**src/rtl/icache_param_pkg.sv**
```systemverilog
// icache_param_pkg: shared types and width helpers for the parametrised instruction cache.
//   icache_state_t : fill FSM states (IDLE, FILL)
//   off_width / idx_width / tag_width : address field widths derived from SETS and WORDS
//   icache_frame_t : one cache line as written into a way (sized for the largest config,
//                    each way keeps only the low tag bits and the first WORDS words)
package icache_param_pkg;

  localparam int unsigned MaxWords = 4;
  localparam int unsigned MaxTagW  = 30;

  typedef enum logic {
    IDLE = 1'b0,
    FILL = 1'b1
  } icache_state_t;

  function automatic int unsigned off_width(input int unsigned words);
    return $clog2(words);
  endfunction

  function automatic int unsigned idx_width(input int unsigned sets);
    return $clog2(sets);
  endfunction

  function automatic int unsigned tag_width(input int unsigned sets, input int unsigned words);
    return 30 - idx_width(sets) - off_width(words);
  endfunction

  typedef struct packed {
    logic                         valid;
    logic [MaxTagW-1:0]           tag;
    logic [MaxWords-1:0][31:0]    data;
  } icache_frame_t;

endpackage

```
**src/rtl/icache_param_if.sv**
```systemverilog
// icache_param_if: fetch-port and fill-channel signals of the instruction cache.
//   Datapath side : imemREN, imemaddr, iflush -> cache ; ihit, imemload <- cache
//   Memory side   : iREN, iaddr <- cache ; iwait, iload -> cache
// Modports: master (datapath + memory controller view), slave (cache view).
interface icache_param_if;
  logic        imemREN;
  logic [31:0] imemaddr;
  logic        iflush;
  logic        ihit;
  logic [31:0] imemload;
  logic        iREN;
  logic [31:0] iaddr;
  logic        iwait;
  logic [31:0] iload;

  modport master (
    output imemREN, imemaddr, iflush, iwait, iload,
    input  ihit, imemload, iREN, iaddr
  );

  modport slave (
    input  imemREN, imemaddr, iflush, iwait, iload,
    output ihit, imemload, iREN, iaddr
  );
endinterface

```
**src/rtl/icache_way.sv**
```systemverilog
// icache_way: valid/tag/data storage for one way of the instruction cache.
//   clk_i, rst_i   : clock, asynchronous active-high reset (clears valid bits only)
//   flush_i        : clear all valid bits on the next edge
//   rd_idx_i/rd_tag_i -> hit_o, valid_o, rd_data_o : combinational lookup of one set
//   we_i, wr_idx_i, wr_frame_i : install a whole line
module icache_way
  import icache_param_pkg::*;
#(
  parameter int unsigned SETS  = 8,
  parameter int unsigned WORDS = 2,
  localparam int unsigned IW = idx_width(SETS),
  localparam int unsigned TW = tag_width(SETS, WORDS)
) (
  input  logic                   clk_i,
  input  logic                   rst_i,
  input  logic                   flush_i,
  input  logic [IW-1:0]          rd_idx_i,
  input  logic [TW-1:0]          rd_tag_i,
  input  logic                   we_i,
  input  logic [IW-1:0]          wr_idx_i,
  input  icache_frame_t          wr_frame_i,
  output logic                   hit_o,
  output logic                   valid_o,
  output logic [WORDS-1:0][31:0] rd_data_o
);

  logic [SETS-1:0]          valid_q;
  logic [TW-1:0]            tag_q  [SETS];
  logic [WORDS-1:0][31:0]   data_q [SETS];

  always_ff @(posedge clk_i or posedge rst_i) begin
    if (rst_i) begin
      valid_q <= '0;
    end else if (flush_i) begin
      valid_q <= '0;
    end else if (we_i) begin
      valid_q[wr_idx_i] <= wr_frame_i.valid;
    end
  end

  // Tag and data arrays carry no reset; valid gates every use.
  always_ff @(posedge clk_i) begin
    if (we_i) begin
      tag_q[wr_idx_i]  <= wr_frame_i.tag[TW-1:0];
      data_q[wr_idx_i] <= wr_frame_i.data[WORDS-1:0];
    end
  end

  assign valid_o   = valid_q[rd_idx_i];
  assign hit_o     = valid_q[rd_idx_i] && (tag_q[rd_idx_i] == rd_tag_i);
  assign rd_data_o = data_q[rd_idx_i];

  // Frame is sized for the largest configuration; the upper bits are dropped here.
  logic unused_frame;
  assign unused_frame = ^{wr_frame_i.tag, wr_frame_i.data};

endmodule

```
**src/rtl/icache_param.sv**
```systemverilog
// icache_param: parametrised instruction cache (SETS x WAYS, WORDS words per line).
//   CLK, nRST : clock, asynchronous active-high reset
//   bus       : icache_param_if.slave (fetch port and fill channel)
// Optional feature macro ICACHE_STATS_EN adds saturating hit_count/miss_count outputs.
// Hits answer combinationally in IDLE; a miss fills the line word by word in FILL.
module icache_param
  import icache_param_pkg::*;
#(
  parameter int unsigned SETS  = 8,
  parameter int unsigned WAYS  = 1,
  parameter int unsigned WORDS = 2
) (
  input  logic               CLK,
  input  logic               nRST,
  icache_param_if.slave      bus
`ifdef ICACHE_STATS_EN
  ,
  output logic [31:0]        hit_count,
  output logic [31:0]        miss_count
`endif
);

  localparam int unsigned OB = off_width(WORDS);
  localparam int unsigned IB = idx_width(SETS);
  localparam int unsigned TW = tag_width(SETS, WORDS);
  localparam int unsigned CW = (OB > 0) ? OB : 1;

  icache_state_t          state_q, state_d;
  logic [CW-1:0]          cnt_q, cnt_d;
  logic [IB-1:0]          fill_idx_q, fill_idx_d;
  logic [TW-1:0]          fill_tag_q, fill_tag_d;
  logic                   victim_q, victim_d;
  logic [WORDS-1:0][31:0] buf_q, buf_d;
  logic [SETS-1:0]        lru_q, lru_d;  // per set: most recently used way

  logic [IB-1:0]          req_idx;
  logic [TW-1:0]          req_tag;
  logic [CW-1:0]          req_off;

  logic [WAYS-1:0]        way_hit, way_valid, way_we;
  logic [WORDS-1:0][31:0] way_data [WAYS];
  logic [1:0]             vld2;
  logic                   any_hit, hit_way, victim_sel;
  logic [32*WORDS-1:0]    hit_line;
  logic [31:0]            hit_word;
  logic                   fill_done, miss_start;
  icache_frame_t          frame;

  assign req_idx = bus.imemaddr[2+OB +: IB];
  assign req_tag = bus.imemaddr[31 -: TW];
  assign req_off = CW'((bus.imemaddr >> 2) & 32'(WORDS - 1));
  assign any_hit = |way_hit;
  assign vld2    = 2'(way_valid);

  for (genvar w = 0; w < WAYS; w++) begin : g_way
    assign way_we[w] = fill_done && (victim_q == 1'(w));

    icache_way #(
      .SETS  (SETS),
      .WORDS (WORDS)
    ) u_way (
      .clk_i      (CLK),
      .rst_i      (nRST),
      .flush_i    (bus.iflush),
      .rd_idx_i   (req_idx),
      .rd_tag_i   (req_tag),
      .we_i       (way_we[w]),
      .wr_idx_i   (fill_idx_q),
      .wr_frame_i (frame),
      .hit_o      (way_hit[w]),
      .valid_o    (way_valid[w]),
      .rd_data_o  (way_data[w])
    );
  end

  always_comb begin
    hit_way  = 1'b0;
    hit_line = '0;
    hit_word = '0;
    for (int w = 0; w < WAYS; w++) begin
      if (way_hit[w]) begin
        hit_way  = 1'(w);
        hit_line = way_data[w];
      end
    end
    hit_word = hit_line[32*req_off +: 32];
  end

  // First invalid way wins, else the way that was not used last.
  always_comb begin
    victim_sel = 1'b0;
    if (WAYS > 1) begin
      if (!vld2[0])      victim_sel = 1'b0;
      else if (!vld2[1]) victim_sel = 1'b1;
      else               victim_sel = ~lru_q[req_idx];
    end
  end

  always_comb begin
    state_d      = state_q;
    cnt_d        = cnt_q;
    fill_idx_d   = fill_idx_q;
    fill_tag_d   = fill_tag_q;
    victim_d     = victim_q;
    buf_d        = buf_q;
    lru_d        = lru_q;
    fill_done    = 1'b0;
    miss_start   = 1'b0;
    bus.ihit     = 1'b0;
    bus.imemload = '0;
    bus.iREN     = 1'b0;
    bus.iaddr    = '0;

    case (state_q)
      IDLE: begin
        if (bus.imemREN && !bus.iflush) begin
          if (any_hit) begin
            bus.ihit       = 1'b1;
            bus.imemload   = hit_word;
            lru_d[req_idx] = hit_way;
          end else begin
            state_d    = FILL;
            miss_start = 1'b1;
            fill_idx_d = req_idx;
            fill_tag_d = req_tag;
            cnt_d      = '0;
            victim_d   = victim_sel;
          end
        end
      end
      FILL: begin
        bus.iREN  = 1'b1;
        bus.iaddr = (32'({fill_tag_q, fill_idx_q}) << (OB + 2)) | (32'(cnt_q) << 2);
        if (!bus.iwait) begin
          for (int i = 0; i < WORDS; i++) begin
            if (cnt_q == CW'(i)) buf_d[i] = bus.iload;
          end
          if (cnt_q == CW'(WORDS - 1)) begin
            fill_done         = 1'b1;
            state_d           = IDLE;
            cnt_d             = '0;
            lru_d[fill_idx_q] = victim_q;
          end else begin
            cnt_d = cnt_q + CW'(1);
          end
        end
      end
      default: state_d = IDLE;
    endcase

    // Flush beats everything: abort any fill, forget recency.
    if (bus.iflush) begin
      state_d   = IDLE;
      cnt_d     = '0;
      lru_d     = '0;
      fill_done = 1'b0;
    end
  end

  // Installed line takes the word arriving this cycle straight from buf_d.
  always_comb begin
    frame       = '0;
    frame.valid = 1'b1;
    frame.tag   = MaxTagW'(fill_tag_q);
    for (int i = 0; i < WORDS; i++) frame.data[i] = buf_d[i];
  end

  always_ff @(posedge CLK or posedge nRST) begin
    if (nRST) begin
      state_q    <= IDLE;
      cnt_q      <= '0;
      fill_idx_q <= '0;
      fill_tag_q <= '0;
      victim_q   <= 1'b0;
      buf_q      <= '0;
      lru_q      <= '0;
    end else begin
      state_q    <= state_d;
      cnt_q      <= cnt_d;
      fill_idx_q <= fill_idx_d;
      fill_tag_q <= fill_tag_d;
      victim_q   <= victim_d;
      buf_q      <= buf_d;
      lru_q      <= lru_d;
    end
  end

`ifdef ICACHE_STATS_EN
  logic [31:0] hit_cnt_q, miss_cnt_q;

  // Saturating; iflush does not touch them.
  always_ff @(posedge CLK or posedge nRST) begin
    if (nRST) begin
      hit_cnt_q  <= '0;
      miss_cnt_q <= '0;
    end else begin
      if (bus.ihit && (hit_cnt_q != '1))    hit_cnt_q  <= hit_cnt_q + 32'd1;
      if (miss_start && (miss_cnt_q != '1)) miss_cnt_q <= miss_cnt_q + 32'd1;
    end
  end

  assign hit_count  = hit_cnt_q;
  assign miss_count = miss_cnt_q;
`else
  logic unused_stats;
  assign unused_stats = miss_start;
`endif

  logic unused_addr;
  assign unused_addr = ^bus.imemaddr[1:0];

endmodule

```
**src/flat_wrapper.sv**
```systemverilog
// flat-port wrapper written by rule: the top's interface ports become plain ports
module icache_param_flat import icache_param_pkg::*;
#(
  parameter int unsigned SETS  = 8,
  parameter int unsigned WAYS  = 1,
  parameter int unsigned WORDS = 2
)
  (CLK, nRST, bus_imemREN, bus_imemaddr, bus_iflush, bus_iwait, bus_iload, bus_ihit, bus_imemload, bus_iREN, bus_iaddr);
  icache_param_if bus_i ();
  input  logic CLK;
  input  logic nRST;
  input wire logic [$bits(bus_i.imemREN)-1:0] bus_imemREN;
  input wire logic [$bits(bus_i.imemaddr)-1:0] bus_imemaddr;
  input wire logic [$bits(bus_i.iflush)-1:0] bus_iflush;
  input wire logic [$bits(bus_i.iwait)-1:0] bus_iwait;
  input wire logic [$bits(bus_i.iload)-1:0] bus_iload;
  output wire logic [$bits(bus_i.ihit)-1:0] bus_ihit;
  output wire logic [$bits(bus_i.imemload)-1:0] bus_imemload;
  output wire logic [$bits(bus_i.iREN)-1:0] bus_iREN;
  output wire logic [$bits(bus_i.iaddr)-1:0] bus_iaddr;
  assign bus_i.imemREN = bus_imemREN;
  assign bus_i.imemaddr = bus_imemaddr;
  assign bus_i.iflush = bus_iflush;
  assign bus_i.iwait = bus_iwait;
  assign bus_i.iload = bus_iload;
  assign bus_ihit = bus_i.ihit;
  assign bus_imemload = bus_i.imemload;
  assign bus_iREN = bus_i.iREN;
  assign bus_iaddr = bus_i.iaddr;
  icache_param #(.SETS(SETS), .WAYS(WAYS), .WORDS(WORDS)) u_core (.CLK(CLK), .nRST(nRST), .bus(bus_i));
endmodule
```
**config.mk**
```make
export PLATFORM = sky130hd
export DESIGN_NAME = icache_param_flat
export DESIGN_NICKNAME = d
export VERILOG_FILES = /design/src/rtl/icache_param_pkg.sv /design/src/rtl/icache_param_if.sv /design/src/rtl/icache_way.sv /design/src/rtl/icache_param.sv /design/src/flat_wrapper.sv
export SDC_FILE = /design/constraint.sdc
export NUM_CORES = 1
export LEC_CHECK = 0
export CAP_MARGIN = 5
export CORE_MARGIN = 2
export CORE_UTILIZATION = 55
export DETAILED_ROUTE_END_ITERATION = 6
export PLACE_DENSITY_LB_ADDON = 0.15
export SLEW_MARGIN = 20
export SYNTH_ARGS = -nofsm -noshare
export SYNTH_HDL_FRONTEND = slang
export SYNTH_SLANG_ARGS = --single-unit
```
**constraint.sdc**
```tcl
create_clock -name CLK -period 13.05 [get_ports CLK]
set_clock_uncertainty 0.1 [all_clocks]
set_input_delay 1.305 -clock CLK [delete_from_list [all_inputs] [get_ports CLK]]
set_output_delay 1.305 -clock CLK [all_outputs]
set_load 0.05 [all_outputs]
```
# After elaboration in Yosys (flattened, before gate mapping)
# Memories as Yosys holds them, arrays and structs flattened.
# Index checks and enable logic that the tools add are counted.
# op_classes
bitwise	4
eq_ne	4
addsub	1
mux	37
shifts	1
reduce_logical	7
magnitude_cmp	3
# ops
op	n
32-bit two-way mux	6
64-bit two-way mux	3
64-bit by 7-bit indexed part select with 32-bit output	1
32-bit by 3-bit OR with 32-bit output	1
26-bit equality test	1
1-bit two-way mux	22
8-bit two-way mux	2
3-bit by 4-bit < comparator with 1-bit output, second input constant	2
8-bit OR	1
3-bit != test, second input constant	2
3-bit AND reduction	2
1-bit case mux with 2 select lines	2
1-bit binary-select mux with 3-bit select	1
1-bit demux with 3-bit select	1
3-bit by 1-bit greater-or-equal comparator with 1-bit output, second input constant	1
1-bit logical AND	3
3-bit by 2-bit != test with 1-bit output, second input constant	1
1-bit NOT	2
2-bit nonzero test	1
1-bit adder, second input constant	1
1-bit logical NOT	1
# word_totals
word_cells	66
mem_count	2
regBits	103
out_inout_bits	66
mem_bits_rw	720
# memory_table
memory	words	width	read_ports	rd_ports_with_merged_regs	write_ports	line_no	text
u_core.g_way[0].u_way.data_q	8	64	1	0	1	icache_way.sv:29	logic [WORDS-1:0][31:0] data_q [SETS];
u_core.g_way[0].u_way.tag_q	8	26	1	0	1	icache_way.sv:28	logic [TW-1:0] tag_q [SETS];

# Longest topological paths before layout
# depth
ltp_word	8
depth_mapped	13
mapped_depth_nobuf	8

# Hierarchy
# From an unflattened synthesis, not the netlist that was laid out.
# hier_totals
hier_cells	1498
hier_area_um2	32114.6
# by_module_without_submodules
mod	cells_per_inst	n_inst	seq_area_each_um2	area_each_um2
icache_way	1177	1	21820.9	27805.4
icache_param	321	1	2377.3	4309.1

# Least setup slack after synthesis
# Ideal clock, no wire load.
# synth_path
kind	input to register
start	input bus_iwait
end	memory u_core.g_way[0].u_way.data_q[0][0] (netlist bit), enable pin
path_slack_ns	4.057
t_arrival_ns	8.223
stages	2
setup_ns	0.670
n_path_buf	0
required_time_ns	12.280
path_cell_list	nand3b_1 nor3b_1
# synth_between
elab_chain_cells	5
# synth_lines
item	line_no	text
from (decl)	flat_wrapper.sv:15	input wire logic [$bits(bus_i.iwait)-1:0] bus_iwait;
1-bit two-way mux	icache_param.sv:134	if (!bus.iwait) begin
1-bit two-way mux	icache_param.sv:114	case (state_q)
1-bit two-way mux	icache_param.sv:152	if (bus.iflush) begin
1-bit two-way mux	icache_way.sv:43	if (we_i) begin
1-bit two-way mux (implied by the code)	icache_way.sv:45	data_q[wr_idx_i] <= wr_frame_i.data[WORDS-1:0];
to (decl)	icache_way.sv:29	
# Every way passes these cells.

# Final worst setup path
# layout_path
start	input bus_imemaddr[4]
end	output bus_imemload[22]
# layout_between
elab_chain_cells	8
# layout_lines
item	line_no	text
from (decl)	flat_wrapper.sv:13	input wire logic [$bits(bus_i.imemaddr)-1:0] bus_imemaddr;
memory 8 x 26 bit / 1-bit binary-select mux with 3-bit select (equally long branches)	-	
26-bit equality test / 1-bit two-way mux (equally long branches)	icache_way.sv:50	assign hit_o = valid_q[rd_idx_i] && (tag_q[rd_idx_i] == rd_tag_i);
1-bit logical AND	icache_way.sv:50	
64-bit two-way mux	icache_param.sv:81	if (way_hit[w]) begin
64-bit by 7-bit indexed part select with 32-bit output	icache_param.sv:86	hit_word = hit_line[32*req_off +: 32];
32-bit two-way mux *	icache_param.sv:117	if (any_hit) begin
32-bit two-way mux *	icache_param.sv:116	if (bus.imemREN && !bus.iflush) begin
32-bit two-way mux *	icache_param.sv:114	
to (decl)	flat_wrapper.sv:18	output wire logic [$bits(bus_i.imemload)-1:0] bus_imemload;
# Mark *: on every way between the ends. The rest lies on a longest branch, timed or not. The select of a mux whose other input is x is not followed.

==> results.md <==
- Outcome: complete, no violations
- HP Class: reg -> reg
- Die area: 59700 um^2
- Sequential area share after synthesis: 76.2%
- Synth top area share: 68.1%
- Hold path start: u_core.g_way[0].u_way.valid_q[3]
- Final net count: 1711
- Relative slew slack: 27.3%
- Crit path launch: bus_imemaddr[4]
- Starting DRT DRC Count: 1170
- Iteration count of the initial detailed-routing pass: 5
- WL per Instance: 26.2 um
- Drt drc: 0
- Syn Inst Count: 1475
- IO Port Bufs: 130
- GRT Total Usage: 22.4%
- Data required time of the critical path: 11.64 ns
- FP Rows: 88
- DIE HEIGHT: 244 um
- CP peak stage delay: 0.95 ns
- Cell taking the most area after synthesis: edfxtp_1
- Setup CP Type: in -> out
- Min cycle time layout: 7.98 ns
- CTS root buffer: clkbuf_16
- Clk_lat worst skew: 0.62 ns
- Clk slew on worst S/H paths: 0.06 ns
- Pin count of the biggest net entering global routing: 82
- Layout area overhead: 14.9%
- Post-detail-place hpwl: 32.9 mm
- Ports: 135
- Core Box Area: 57400 um^2
- Overflow after GRT: 0
- Final WS setup: 5.07 ns
- # Max-Cap Violations: 0
- Power per Cell Area: 159 nW/um^2
- Setup violators final: 0
- Area of the multi-input gates: 7210 um^2
- Vias in the first global route: 15600
- Crit-path slowest cell: buf_4
- Netlist cell types: 40
- Clock buffer depth: 3
- Initial antenna violation count: 1
- Sum of negative setup slack: 0 ns
- GP Congestion: 0.728
- CP max FO: 69
- Worst IR Drop VDD: 0.125 mV
- GR peak layer: met2
- CTS-repair resized insts: 0
- Synth Register Bits: 823
- Met1 Use GR: 31.4%
- Vias: 14700
- Routed wire length: 64.9 mm
- Hold_buf cts: 0
- Critical path startpoint category: primary input
- Leak: 12.3 nW
- Final worst-path cycle share: 61.1%
- Post-CTS setup buffer count: 0
- Die width: 244 um
- DRT antenna net count: 0
- Ys flop type: edfxtp_1
- Vias/cell: 5.94
- Place WS: 4.96 ns
- Yosys warnings: 0
- Critical Path Sink Type: output port
- Grt met2 use: 37.2%
- Most instantiated cells after synthesis: edfxtp_1 (720), mux4_2 (197), nand2_1 (105), dfrtp_1 (103), mux2_2 (51)
- RSZ-0062 raised after global routing: false
- Reg-to-Reg Start: u_core.state_q
- Layout cells sized above 1: 24.6%
- Fraction of registers with async set or reset after synthesis: 12.5%
- Starting density of the core: 55.4%
- Fmax: 0.125 GHz
- CTS tree: yes
- # H-tree levels: 3
- Slew Limit Fails: 0
- CP Cell Sequence: buf_6 -> buf_4 -> buf_4 -> nor2b_1 -> a21oi_1 -> xnor2_1 -> nor4_1 -> nand4_1 -> nand4b_4 -> nor2b_1 -> clkdlybuf4s50_1
- Worst Max-Slew Pin Slew: 1.09 ns
- Filler Cell Count: 3877
- Synth Cell Area: 31800 um^2
- Hold Vio Cnt, Final: 0
- First-pass GRT wire length: 98.0 mm
- Area occupied by registers: 24200 um^2
- Post-synth EDFFs: 720
- Arr. time, crit path: 6.57 ns
- Most frequent cell after synthesis: edfxtp_1
- Syn_area_per_cell: 21.5 um^2
- TritonCTS buffer count: 80
- Synth top area cells: edfxtp_1 (68%), mux4_2 (14%), dfrtp_1 (8.1%), mux2_2 (1.8%), mux2i_1 (1.5%)
- Met3 global-route usage: 3.39%
- Clock Sinks: 823
per-stage QoR:
stage | power, mW | instance area [um^2] | utilization, % | cells | hold WS, ns
after floorplan | 3.45 | 31800 | - | 1476 | 0.344
after global placement | 3.58 | 33900 | 59.1 | 2325 | 0.354
after detailed placement | 3.60 | 33900 | 59.1 | 2325 | 0.364
after CTS | 5.83 | 36500 | 63.6 | 2474 | 0.378
after global routing | 5.98 | 36500 | 63.6 | 2475 | 0.389
final | 5.79 | 36500 | 63.6 | 2475 | 0.375
cell usage in the layout (no fill, tap or decap), types with 4 or more instances in the layout:
cell type / synthesis / layout
a21o_1: 8 / 8
a21oi_1: 7 / 7
a22oi_1: 10 / 10
and2_1: 31 / 31
and3_1: 7 / 6
buf_4: 7 / 30
clkbuf_1: 33 / 27
clkbuf_16: 0 / 85
clkbuf_8: 0 / 9
clkdlybuf4s50_1: 0 / 126
clkinv_1: 0 / 5
clkinv_2: 0 / 16
dfrtp_1: 103 / 103
edfxtp_1: 720 / 720
mux2_2: 51 / 51
mux2_4: 10 / 10
mux2i_1: 48 / 48
mux4_2: 197 / 197
nand2_1: 105 / 105
nand4_1: 4 / 4
nor2_1: 7 / 4
nor2b_1: 36 / 36
nor3_2: 0 / 4
nor4_1: 4 / 4
xnor2_1: 7 / 7
xor2_1: 15 / 15
metal layers:
metal | share of wire (%) | up-vias
li1 | - | 6320
met1 | 42 | 7878
met2 | 51 | 426
met3 | 5.3 | 88
met4 | 1.9 | 0
met5 | 0 | -
cell families after synthesis:
kind of cell              synth area share [%]
AOI/OAI and AO/OA                        0.776
xor gates and xnor gates                 0.607
buffers and inverters                     1.33
DFF                                       76.2
muxes                                     17.8
other                                   0.0118
and+or+nand+nor                           3.26
power by group:
| part | switching (mW) | leakage [nW] | internal [mW] |
|---|---|---|---|
| Sequential | 0.0573 | 7.78 | 3.06 |
| Combinational | 0.260 | 3.23 | 0.163 |
| Clock | 0.935 | 1.27 | 1.31 |
| Total | 1.25 | 12.3 | 4.53 |
critical path, delay by kind of cell:
family / cells / cell delay (ns)
buffers and inverters: 4 / 3.02
AO/OA/AOI/OAI: 1 / 0.25
AND/OR/NAND/NOR: 5 / 1.80
XOR/XNOR: 1 / 0.10
layout make-up:
| class | count | share of cell area [%] |
|---|---|---|
| sequential | 823 | 66.3 |
| multi-input combinational | 573 | 19.8 |
| clock buffer | 121 | 6.45 |
| tap | 765 | 2.62 |
| inverter | 4 | 0.0480 |
| clock inverter | 28 | 0.610 |
| timing repair buffer | 160 | 4.19 |
| antenna | 1 | 0.00686 |
final timing paths:
kind | to | slack, ns | depth (start not counted)
worst min register to register | u_core.g_way[0].u_way.valid_q[3] | 0.38 | 1
worst min-delay path | u_core.g_way[0].u_way.valid_q[3] | 0.38 | 1
max in group asynchronous | u_core.buf_q[12] | 10.27 | 3
worst max register to register | u_core.g_way[0].u_way.tag_q[6][16] | 8.41 | 8
worst max-delay path | bus_imemload[22] | 5.07 | 11
min in group asynchronous | u_core.fill_tag_q[14] | 1.13 | 2
registers in the layout, indices dropped and copies added, names as in the netlist:
register	count
u_core.buf_q	64
u_core.cnt_q	1
u_core.fill_idx_q	3
u_core.fill_tag_q	26
u_core.g_way.u_way.data_q	512
u_core.g_way.u_way.tag_q	208
u_core.g_way.u_way.valid_q	8
u_core.state_q	1
Note: power is estimated with default switching activity, not from simulation.
